`src/rtl/waveform_capture.sv`:
```
// ---------------------------------------------------------------------------
// waveform_capture
//
// Sample-capture front end for the OLED waveform plotter. Samples the eight
// synchronized input channels at a programmable rate, optionally waits for an
// edge on one selected channel, stores DEPTH samples in a register buffer and
// then streams them one byte at a time over a valid/ready handshake.
//
// Ports
//   clk          clock
//   rst_n        synchronous active-low reset
//   sample_in    channel inputs (bit 7 = channel 7), already synchronized
//   address      peripheral register address
//   data_write   one-cycle register write strobe
//   data_in      register write data
//   data_out     register read data, combinational on address
//   smp_valid    sample byte available to the plotter (registered)
//   smp_data     sample byte (registered)
//   smp_ready    plotter accepts the current sample
//   busy         high whenever the capture engine is not idle
//
// Register map
//   0  W: [0] arm, [1] abort (both self-clearing), [4:2] trigger channel,
//         [5] polarity (1 = rising), [6] trigger enable, [7] auto-stream
//      R: {busy, 4'b0, state}
//   1  RW: sample-rate divider; writes accepted only while idle
//   2  W: stream command (any data)   R: number of samples stored
// ---------------------------------------------------------------------------
module waveform_capture #(
   parameter int DEPTH = 16,
   parameter int DIV_W = 8
) (
   input  logic       clk,
   input  logic       rst_n,
   input  logic [7:0] sample_in,
   input  logic [3:0] address,
   input  logic       data_write,
   input  logic [7:0] data_in,
   output logic [7:0] data_out,
   output logic       smp_valid,
   output logic [7:0] smp_data,
   input  logic       smp_ready,
   output logic       busy
);

   localparam int PTR_W = $clog2(DEPTH);
   localparam logic [PTR_W-1:0] LAST_IDX = PTR_W'(DEPTH - 1);

   typedef enum logic [2:0] {
      IDLE      = 3'd0,
      WAIT_TRIG = 3'd1,
      CAPTURE   = 3'd2,
      FULL      = 3'd3,
      STREAM    = 3'd4
   } state_t;

   state_t             r_state;
   logic [DIV_W-1:0]   r_div;
   logic [DIV_W-1:0]   r_div_cnt;
   logic [PTR_W-1:0]   r_wr_ptr;
   logic [PTR_W-1:0]   r_rd_ptr;
   logic               r_full;      // count MSB: wr_ptr has wrapped after DEPTH samples
   logic [7:0]         r_prev;      // sample seen at the previous trigger-search tick
   logic [2:0]         r_trig_ch;
   logic               r_trig_pol;
   logic               r_trig_en;
   logic               r_auto;
   logic               r_smp_valid;
   logic [7:0]         r_smp_data;
   logic [7:0]         r_mem [DEPTH];

   logic               w_ctrl_wr;
   logic               w_abort;
   logic               w_arm;
   logic               w_div_wr;
   logic               w_stream_cmd;
   logic               w_tick;
   logic               w_ch_now;
   logic               w_ch_prev;
   logic               w_trig;
   logic               w_mem_we;
   logic [PTR_W-1:0]   w_mem_idx;
   logic [PTR_W:0]     w_count;

   // Register interface decode. Abort takes priority over a simultaneous arm.
   assign w_ctrl_wr    = data_write && (address == 4'd0);
   assign w_abort      = w_ctrl_wr && data_in[1];
   assign w_arm        = w_ctrl_wr && data_in[0] && !data_in[1];
   assign w_div_wr     = data_write && (address == 4'd1);
   assign w_stream_cmd = data_write && (address == 4'd2);

   // The divider counter reloads on every tick, giving a period of DIV+1.
   assign w_tick = (r_div_cnt == '0);

   assign w_ch_now  = sample_in[r_trig_ch];
   assign w_ch_prev = r_prev[r_trig_ch];
   assign w_trig    = r_trig_en &&
                      (r_trig_pol ? (!w_ch_prev && w_ch_now) : (w_ch_prev && !w_ch_now));

   // The triggering sample always lands in slot 0; plain capture uses wr_ptr.
   assign w_mem_we  = rst_n && !w_abort && w_tick &&
                      (((r_state == WAIT_TRIG) && w_trig) || (r_state == CAPTURE));
   assign w_mem_idx = (r_state == WAIT_TRIG) ? '0 : r_wr_ptr;

   assign w_count = {r_full, r_wr_ptr};

   assign busy      = (r_state != IDLE);
   assign smp_valid = r_smp_valid;
   assign smp_data  = r_smp_data;

   // NOTE: every variable assigned in a combinational block gets a default
   // first, so no path through the case leaves it unassigned (no latch).
   always_comb begin
      data_out = '0;
      case (address)
         4'd0:    data_out = {busy, 4'b0000, r_state};
         4'd1:    data_out = 8'(r_div);
         4'd2:    data_out = 8'(w_count);
         default: data_out = '0;
      endcase
   end

   // NOTE: the sample buffer is deliberately left out of reset; it is only
   // read after being fully rewritten by a capture, and a reset-free array
   // maps onto plain storage without a clear path.
   always_ff @(posedge clk) begin
      if (w_mem_we) begin
         r_mem[w_mem_idx] <= sample_in;
      end
   end

   // NOTE: sequential state uses non-blocking assignments only, so every
   // right-hand side below sees the values from before this clock edge.
   always_ff @(posedge clk) begin
      if (!rst_n) begin
         r_state     <= IDLE;
         r_div       <= '0;
         r_div_cnt   <= '0;
         r_wr_ptr    <= '0;
         r_rd_ptr    <= '0;
         r_full      <= 1'b0;
         r_prev      <= '0;
         r_trig_ch   <= '0;
         r_trig_pol  <= 1'b0;
         r_trig_en   <= 1'b0;
         r_auto      <= 1'b0;
         r_smp_valid <= 1'b0;
         r_smp_data  <= '0;
      end else begin
         // Configuration is frozen while a capture or stream is in progress.
         if ((r_state == IDLE) && w_ctrl_wr) begin
            r_trig_ch  <= data_in[4:2];
            r_trig_pol <= data_in[5];
            r_trig_en  <= data_in[6];
            r_auto     <= data_in[7];
         end
         if ((r_state == IDLE) && w_div_wr) begin
            r_div <= DIV_W'(data_in);
         end

         if (w_abort) begin
            r_state     <= IDLE;
            r_smp_valid <= 1'b0;
         end else begin
            case (r_state)
               IDLE: begin
                  if (w_arm) begin
                     r_wr_ptr  <= '0;
                     r_full    <= 1'b0;
                     r_div_cnt <= r_div;
                     r_prev    <= sample_in;
                     r_state   <= data_in[6] ? WAIT_TRIG : CAPTURE;
                  end
               end

               WAIT_TRIG: begin
                  if (w_tick) begin
                     r_div_cnt <= r_div;
                     if (w_trig) begin
                        r_wr_ptr <= PTR_W'(1);
                        r_state  <= CAPTURE;
                     end else begin
                        r_prev <= sample_in;
                     end
                  end else begin
                     r_div_cnt <= r_div_cnt - DIV_W'(1);
                  end
               end

               CAPTURE: begin
                  if (w_tick) begin
                     r_div_cnt <= r_div;
                     r_wr_ptr  <= r_wr_ptr + PTR_W'(1);
                     if (r_wr_ptr == LAST_IDX) begin
                        r_full <= 1'b1;
                        if (r_auto) begin
                           r_state     <= STREAM;
                           r_rd_ptr    <= '0;
                           r_smp_valid <= 1'b1;
                           r_smp_data  <= r_mem[0];
                        end else begin
                           r_state <= FULL;
                        end
                     end
                  end else begin
                     r_div_cnt <= r_div_cnt - DIV_W'(1);
                  end
               end

               FULL: begin
                  if (w_stream_cmd) begin
                     r_state     <= STREAM;
                     r_rd_ptr    <= '0;
                     r_smp_valid <= 1'b1;
                     r_smp_data  <= r_mem[0];
                  end
               end

               STREAM: begin
                  // smp_valid is high throughout STREAM, so ready alone
                  // completes a handshake; otherwise the byte is held.
                  if (smp_ready) begin
                     if (r_rd_ptr == LAST_IDX) begin
                        r_state     <= IDLE;
                        r_smp_valid <= 1'b0;
                     end else begin
                        r_rd_ptr   <= r_rd_ptr + PTR_W'(1);
                        r_smp_data <= r_mem[r_rd_ptr + PTR_W'(1)];
                     end
                  end
               end

               default: begin
                  r_state     <= IDLE;
                  r_smp_valid <= 1'b0;
               end
            endcase
         end
      end
   end

endmodule

```
`config.mk`:
```
export PLATFORM = sky130hd
export DESIGN_NAME = waveform_capture
export DESIGN_NICKNAME = d
export VERILOG_FILES = /design/src/rtl/waveform_capture.sv
export SDC_FILE = /design/constraint.sdc
export NUM_CORES = 1
export LEC_CHECK = 0
export ABC_AREA = 1
export BUFFER_PORTS_ARGS = -buffer_cell sky130_fd_sc_hd__buf_2
export CORE_ASPECT_RATIO = 0.8
export CORE_MARGIN = 4
export CORE_UTILIZATION = 60
export CTS_BUF_LIST = sky130_fd_sc_hd__clkbuf_8
export DETAILED_ROUTE_END_ITERATION = 16
export PLACE_DENSITY = 0.78
export SYNTH_ARGS = -nofsm -noshare
export SYNTH_HDL_FRONTEND = slang
export SYNTH_SLANG_ARGS = --single-unit
```
`constraint.sdc`:
```
create_clock -name clk -period 3.1 [get_ports clk]
set_input_delay 0 -clock clk [delete_from_list [all_inputs] [get_ports clk]]
set_output_delay 0 -clock clk [all_outputs]
set_load 0.01 [all_outputs]
```
Word level (Yosys, flattened, before mapping) --
Memories as Yosys holds them, arrays and structs flattened. Index checks and enable logic that the tools add are counted.
Storage, ports and cells: register bits 51, memory bits (writable) 128, word-level logic and storage cells 136, memories kept 1
Memories:
- r_mem | words 16, bits a word 8, read ports 2, clocked after memory_dff 0, wr ports 1, line 70 | logic [7:0] r_mem [DEPTH];
Cells by class: add/sub/neg operators 3, magnitude comparators 1, equality and inequality tests 19, mux-type cells 57, bitwise operators 3, reductions and logical operators 39
Operators with widths (number):
- 2-to-1 mux 8 bit | 11
- case mux 8 bit (3 select lines) | 2
- 2-to-1 mux 4 bit | 11
- case mux 8 bit (2 select lines) | 2
- 2-to-1 mux 3 bit | 9
- case mux 4 bit (3 select lines) | 2
- != test 2 bit, second input constant | 10
- AND reduction 8 bit | 2
- logical AND 1 bit | 15
- case mux 3 bit (5 select lines) | 1
- 2-to-1 mux 1 bit | 14
- AND reduction 5 bit | 2
- nonzero test 3 bit | 3
- adder 4 x 1 -> 4 bit, second input constant | 2
- equality test 4 bit, second input constant | 2
- zero test 8 bit | 1
- subtractor 8 x 1 -> 8 bit, second input constant | 1
- AND reduction 7 bit | 1
- binary-select mux 1 bit (select 3 bit) | 2
- equality test 3 x 2 -> 1 bit, second input constant | 2
- AND reduction 6 bit | 1
- nonzero test 2 bit | 3
- OR reduction 2 bit | 3
- equality test 4 x 1 -> 1 bit, second input constant | 1
- 14 further kinds | 19

Logic depth before layout (Yosys ltp) --
word-level depth 11, gate-level depth with buffers 14, mapped depth without buffers 14

Least setup slack after synthesis --
OpenSTA, ideal clock, no wires.
path type reg-to-reg, from register r_trig_ch[0], to memory r_mem[3][0], enable pin, setup time 370 ps, arrival time 1673 ps, data required time 2730 ps, slack 1057 ps, cell stages (with the launch flop) 13, buffers on the path 1, clock period less this slack 2043 ps, path through dfxtp_1 buf_4 nor2_1 nor2_1 nand2_1 nand3_1 nand2_1 nand2_1 nand2_1 nand3_2 nand2_1 nand3b_1 nor2_1
Between the ends: cells in the longest elaborated chain, start to end 11, elaborated cells on any way between the ends 15
RTL lines:
- start, declared | line 64 | logic [2:0] r_trig_ch;
- start signal, assigned | line 152 | r_trig_ch <= data_in[4:2];
- binary-select mux 1 bit (select 3 bit), on equally long branches | line 95, 96
- 2-to-1 mux 1 bit, on equally long branches | line 95, 96
- zero test 1 bit | line 98 | (r_trig_pol ? (!w_ch_prev && w_ch_now) : (w_ch_prev && !w_ch_now));
- logical AND 1 bit | line 98
- 2-to-1 mux 1 bit * | line 98
- logical AND 1 bit * | line 97 | assign w_trig = r_trig_en &&
- logical AND 1 bit * | line 102 | (((r_state == WAIT_TRIG) && w_trig) || (r_state == CAPTURE));
- logical OR 1 bit * | line 102
- logical AND 1 bit * | line 101 | assign w_mem_we = rst_n && !w_abort && w_tick &&
- 2-to-1 mux 1 bit * | line 127 | if (w_mem_we) begin
- 2-to-1 mux 1 bit (not written as such) * | line 128 | r_mem[w_mem_idx] <= sample_in;
- end, declared | line 70
Mark *: on every way between the ends. The rest lies on a longest branch, timed or not. The select of a mux whose other input is x is not followed.

Worst setup path in the final report --
from register r_trig_ch[0], to memory r_mem[5][1], enable pin
Same word-level chain as after synthesis.

==> metrics.md <==
| Metric | Value |
|---|---|
| Final Hold Fails | 0 |
| Peak supply drop | just under 0.4 mV |
| CP Class | flip-flop to flip-flop |
| Diode count | 0 |
| Reg2reg path depth | 13 |
| TritonRoute pass-1 iters | 6 |
| Worst hold path class | input pin to flip-flop |
| Crit-path max FO | 17 |
| Clock sink count | 179 |
| Cells after synthesis | ~840 |
| Status | completed |
| Layout cells sized above 1 | 13.4% |
| Actual slew at the worst max-slew pin | 728 ps |
| Hold Path Cell Cnt | 4 |
| Arr. time, crit path | 2910 ps |
| # fillers | 1000 |
| Startpoint types | flip-flop |
| Warnings from Yosys | 0 |
| Drt via density | slightly below 6 |
| Final worst-path cycle share | between 80% and 90% |
| Dominant synthesized flop cell | edfxtp_1 |
| Final core area utilization | a little over two thirds |
| CTS tree | yes |
| Max cap viols | 0 |
| RSZ-0062 raised after global routing | no |
| Hold EP | r_wr_ptr[2]$_SDFFE_PN0P_ |
| Final min period | about 2700 ps |
| Layout area overhead | 12.9% |
| Fin Clk Skew | roughly 13 ps |
| HPWL Detailed | about 14 mm |
| Reg clk slew, reported paths | around 90 ps |
| Cell area after synthesis | between 0.008 and 0.009 mm2 |
| Clock Latency Late Sink | about 470 ps |
| Total power | 6.33 mW |
| GPL Wtd Cong | 1.02 |
| PortBufs | between 40 and 50 |
| I/O Pins | 42 |
| Library cells used by synthesis | 39 |
| TritonCTS buffer count | 17 |
| Starting Density | 61.9% |
| Die height | about 110 um |
| Pwr dens | roughly 700 mW/mm2 |
| FF-to-FF End | r_mem[5][1]$_DFFE_PP_ |
| Synth async-reset ratio | 0% |
| Slew Viols, Final | 0 |
| Synth Area per Inst | approximately 9.6 um2 |
| Drt wl/cell | between 15 and 20 um |
| Post-layout net count | 933 |
| Final number of setup-violating endpoints | 0 |
| #FFs+latches synth | between 150 and 200 |
| Number of synthesized flops with an enable pin | between 100 and 150 |
| Post-route ant nets | 0 |
| Row count | 37 |
| Hold Path Origin | rst_n |
| Slowest stage delay, CP | around 530 ps |
| Flop2flop setup slack | approximately 360 ps |
| Initial DRC count | 840 |
| WL final | 20.0 mm |
| R2r startpoint | r_trig_ch[0]$_SDFFE_PN0P_ |
| Vias in the first global route | ~6000 |
| Worst path cell trace | inv_1, nand2_1, nand3_1, nand2_1, nand2_1, nand2_1, nand2_1, nand2_1, nand3_2, nand2_1, nand3_1, nor2_1, buf_4 |
| Slowest-stage cell, CP | dfxtp_1 |
| Initial antenna violation count | 0 |
| CTS Buffer Depth | 2 |
| Post-route setup TNS | 0 ps |
| Area of the die | 0.0153 mm2 |
| Clk root buf | clkbuf_8 |
| First-pass GRT wire length | between 30 and 40 mm |
| Vias | approximately 6400 |
| CP dominant cell by count | nand2_1 |
| Post-CTS Setup Bufs | 0 |
| Seq/Total Area, Yosys | 60.6% |
| Total track usage | 27.1% |
| Pin count of the biggest net entering global routing | 73 |
| Core area | around 0.013 mm2 |
| Rel. slew slack | approximately 50% |
| Static Leak | roughly 3.4 nW |
| Worst EP required | 3270 ps |
| Die W | 137 um |
| H-tree depth | 4 |
| GRT overflow | 0 |
| Syn Nets | around 870 |
| Worst setup EP type | flip-flop |
| # DRC | 0 |
| F_max | between 300 and 400 MHz |
[per-stage QoR]
stage | cell area (um2) | hold slack, ps | worst slack [ps] | std cells
finish | 9070 | 41.6 | 362 | 1093
global route | 9070 | 40.9 | 34.4 | 1093
CTS | 9070 | 8.36 | 270 | 1093
detailed placement | 8480 | 246 | 285 | 1043
global placement | 8480 | 235 | 530 | 1043
floorplan | 8030 | 98.9 | 1060 | 838
[routing by layer]
layer	vias to the layer above	wire (um)	global-route usage, %
met3	31	2030	7.90
met1	3012	8410	38.8
met4	0	317	9.11
li1	3019	-	-
met2	332	9240	39.8
met5	-	0	0
[layout make-up]
cell class | instances | area, um2 | area share, %
clock buffers | 19 | 262 | 2.88
clock inverters | 13 | 143 | 1.57
inverters | 71 | 267 | 2.94
multi-input cells | 551 | 2720 | 30.0
flip-flops and latches | 179 | 4870 | 53.6
well taps | 175 | 219 | 2.41
repair buffers | 85 | 593 | 6.54
[repair_timing]
action,CTS,global route
hold endpoints to repair,84,0
setup endpoints to repair,0,8
resized for setup,0,1
hold buffers,18,0
[cell usage after synthesis (2+ instances only)]
cell type / count / area, um2
a21oi_1: 48 / 240
a31oi_1: 3 / 18.8
buf_1: 2 / 7.51
buf_2: 12 / 60.1
buf_4: 3 / 22.5
buf_6: 2 / 22.5
clkbuf_1: 18 / 67.6
dfxtp_1: 51 / 1020
edfxtp_1: 128 / 3840
ha_1: 4 / 50.1
inv_1: 65 / 244
inv_2: 5 / 18.8
nand2_1: 97 / 364
nand3_1: 70 / 350
nand3_2: 4 / 40.0
nand3b_1: 2 / 15.0
nor2_1: 157 / 589
nor2_2: 4 / 25.0
nor2_4: 2 / 22.5
nor3_1: 4 / 20.0
o211ai_1: 34 / 255
o21ai_0: 96 / 480
o21ai_1: 2 / 10.0
o21ai_2: 3 / 26.3
o221ai_1: 3 / 26.3
o22ai_1: 2 / 12.5
xor2_1: 5 / 43.8
[sequential cells by signal (all words and copies together), names as in the netlist]
name / count
r_full: 1
r_state: 3
r_rd_ptr: 4
r_trig_ch: 3
smp_valid: 1
r_div: 8
r_trig_pol: 1
r_div_cnt: 8
r_auto: 1
r_trig_en: 1
r_mem: 128
r_wr_ptr: 4
smp_data: 8
r_prev: 8
[kinds of logic after synthesis]
logic type,count (synthesis),share of synthesized area [%]
buf+inv,108,5.56
flops,179,60.6
simple gates,347,18.6
compound gates,193,13.5
fa+ha+maj,4,0.623
xor+xnor,7,1.09
[power by group]
part	switching (mW)	internal [mW]
Clock	0.790	0.824
Combinational	1.30	0.613
Sequential	0.106	2.70
[placed cells by master (no fill, tap or decap), types with 4 or more instances in the layout]
| cell type | n |
|---|---|
| nor2_1 | 156 |
| edfxtp_1 | 128 |
| nand2_1 | 97 |
| o21ai_0 | 96 |
| nand3_1 | 70 |
| inv_1 | 68 |
| dfxtp_1 | 50 |
| a21oi_1 | 48 |
| buf_2 | 41 |
| o211ai_1 | 34 |
| buf_4 | 25 |
| clkbuf_8 | 19 |
| dlygate4sd3_1 | 18 |
| nor2_2 | 5 |
| inv_2 | 5 |
| xor2_1 | 5 |
| clkinv_2 | 5 |
| nand3_2 | 4 |
| nor3_1 | 4 |
| ha_1 | 4 |
[worst max path at each step]
stage | startpoint | end | slack, ps | depth (start not counted)
floorplan | r_trig_ch[0]$_SDFFE_PN0P_ | r_mem[3][0]$_DFFE_PP_ | 1060 | 12
global placement | r_trig_ch[0]$_SDFFE_PN0P_ | r_mem[6][6]$_DFFE_PP_ | 530 | 12
detailed placement | r_trig_ch[0]$_SDFFE_PN0P_ | r_mem[6][2]$_DFFE_PP_ | 280 | 12
CTS | r_trig_ch[0]$_SDFFE_PN0P_ | r_mem[6][1]$_DFFE_PP_ | 270 | 12
global route | r_trig_ch[0]$_SDFFE_PN0P_ | r_mem[8][1]$_DFFE_PP_ | 30 | 13
finish | r_trig_ch[0]$_SDFFE_PN0P_ | r_mem[5][1]$_DFFE_PP_ | 360 | 13
[critical path, delay by kind of cell, from the launching register on]
family / cells / cell delay (ps)
flops: 1 / 530
simple gates: 11 / 1520
buf+inv: 2 / 390
(Power assumes the default switching activity.)
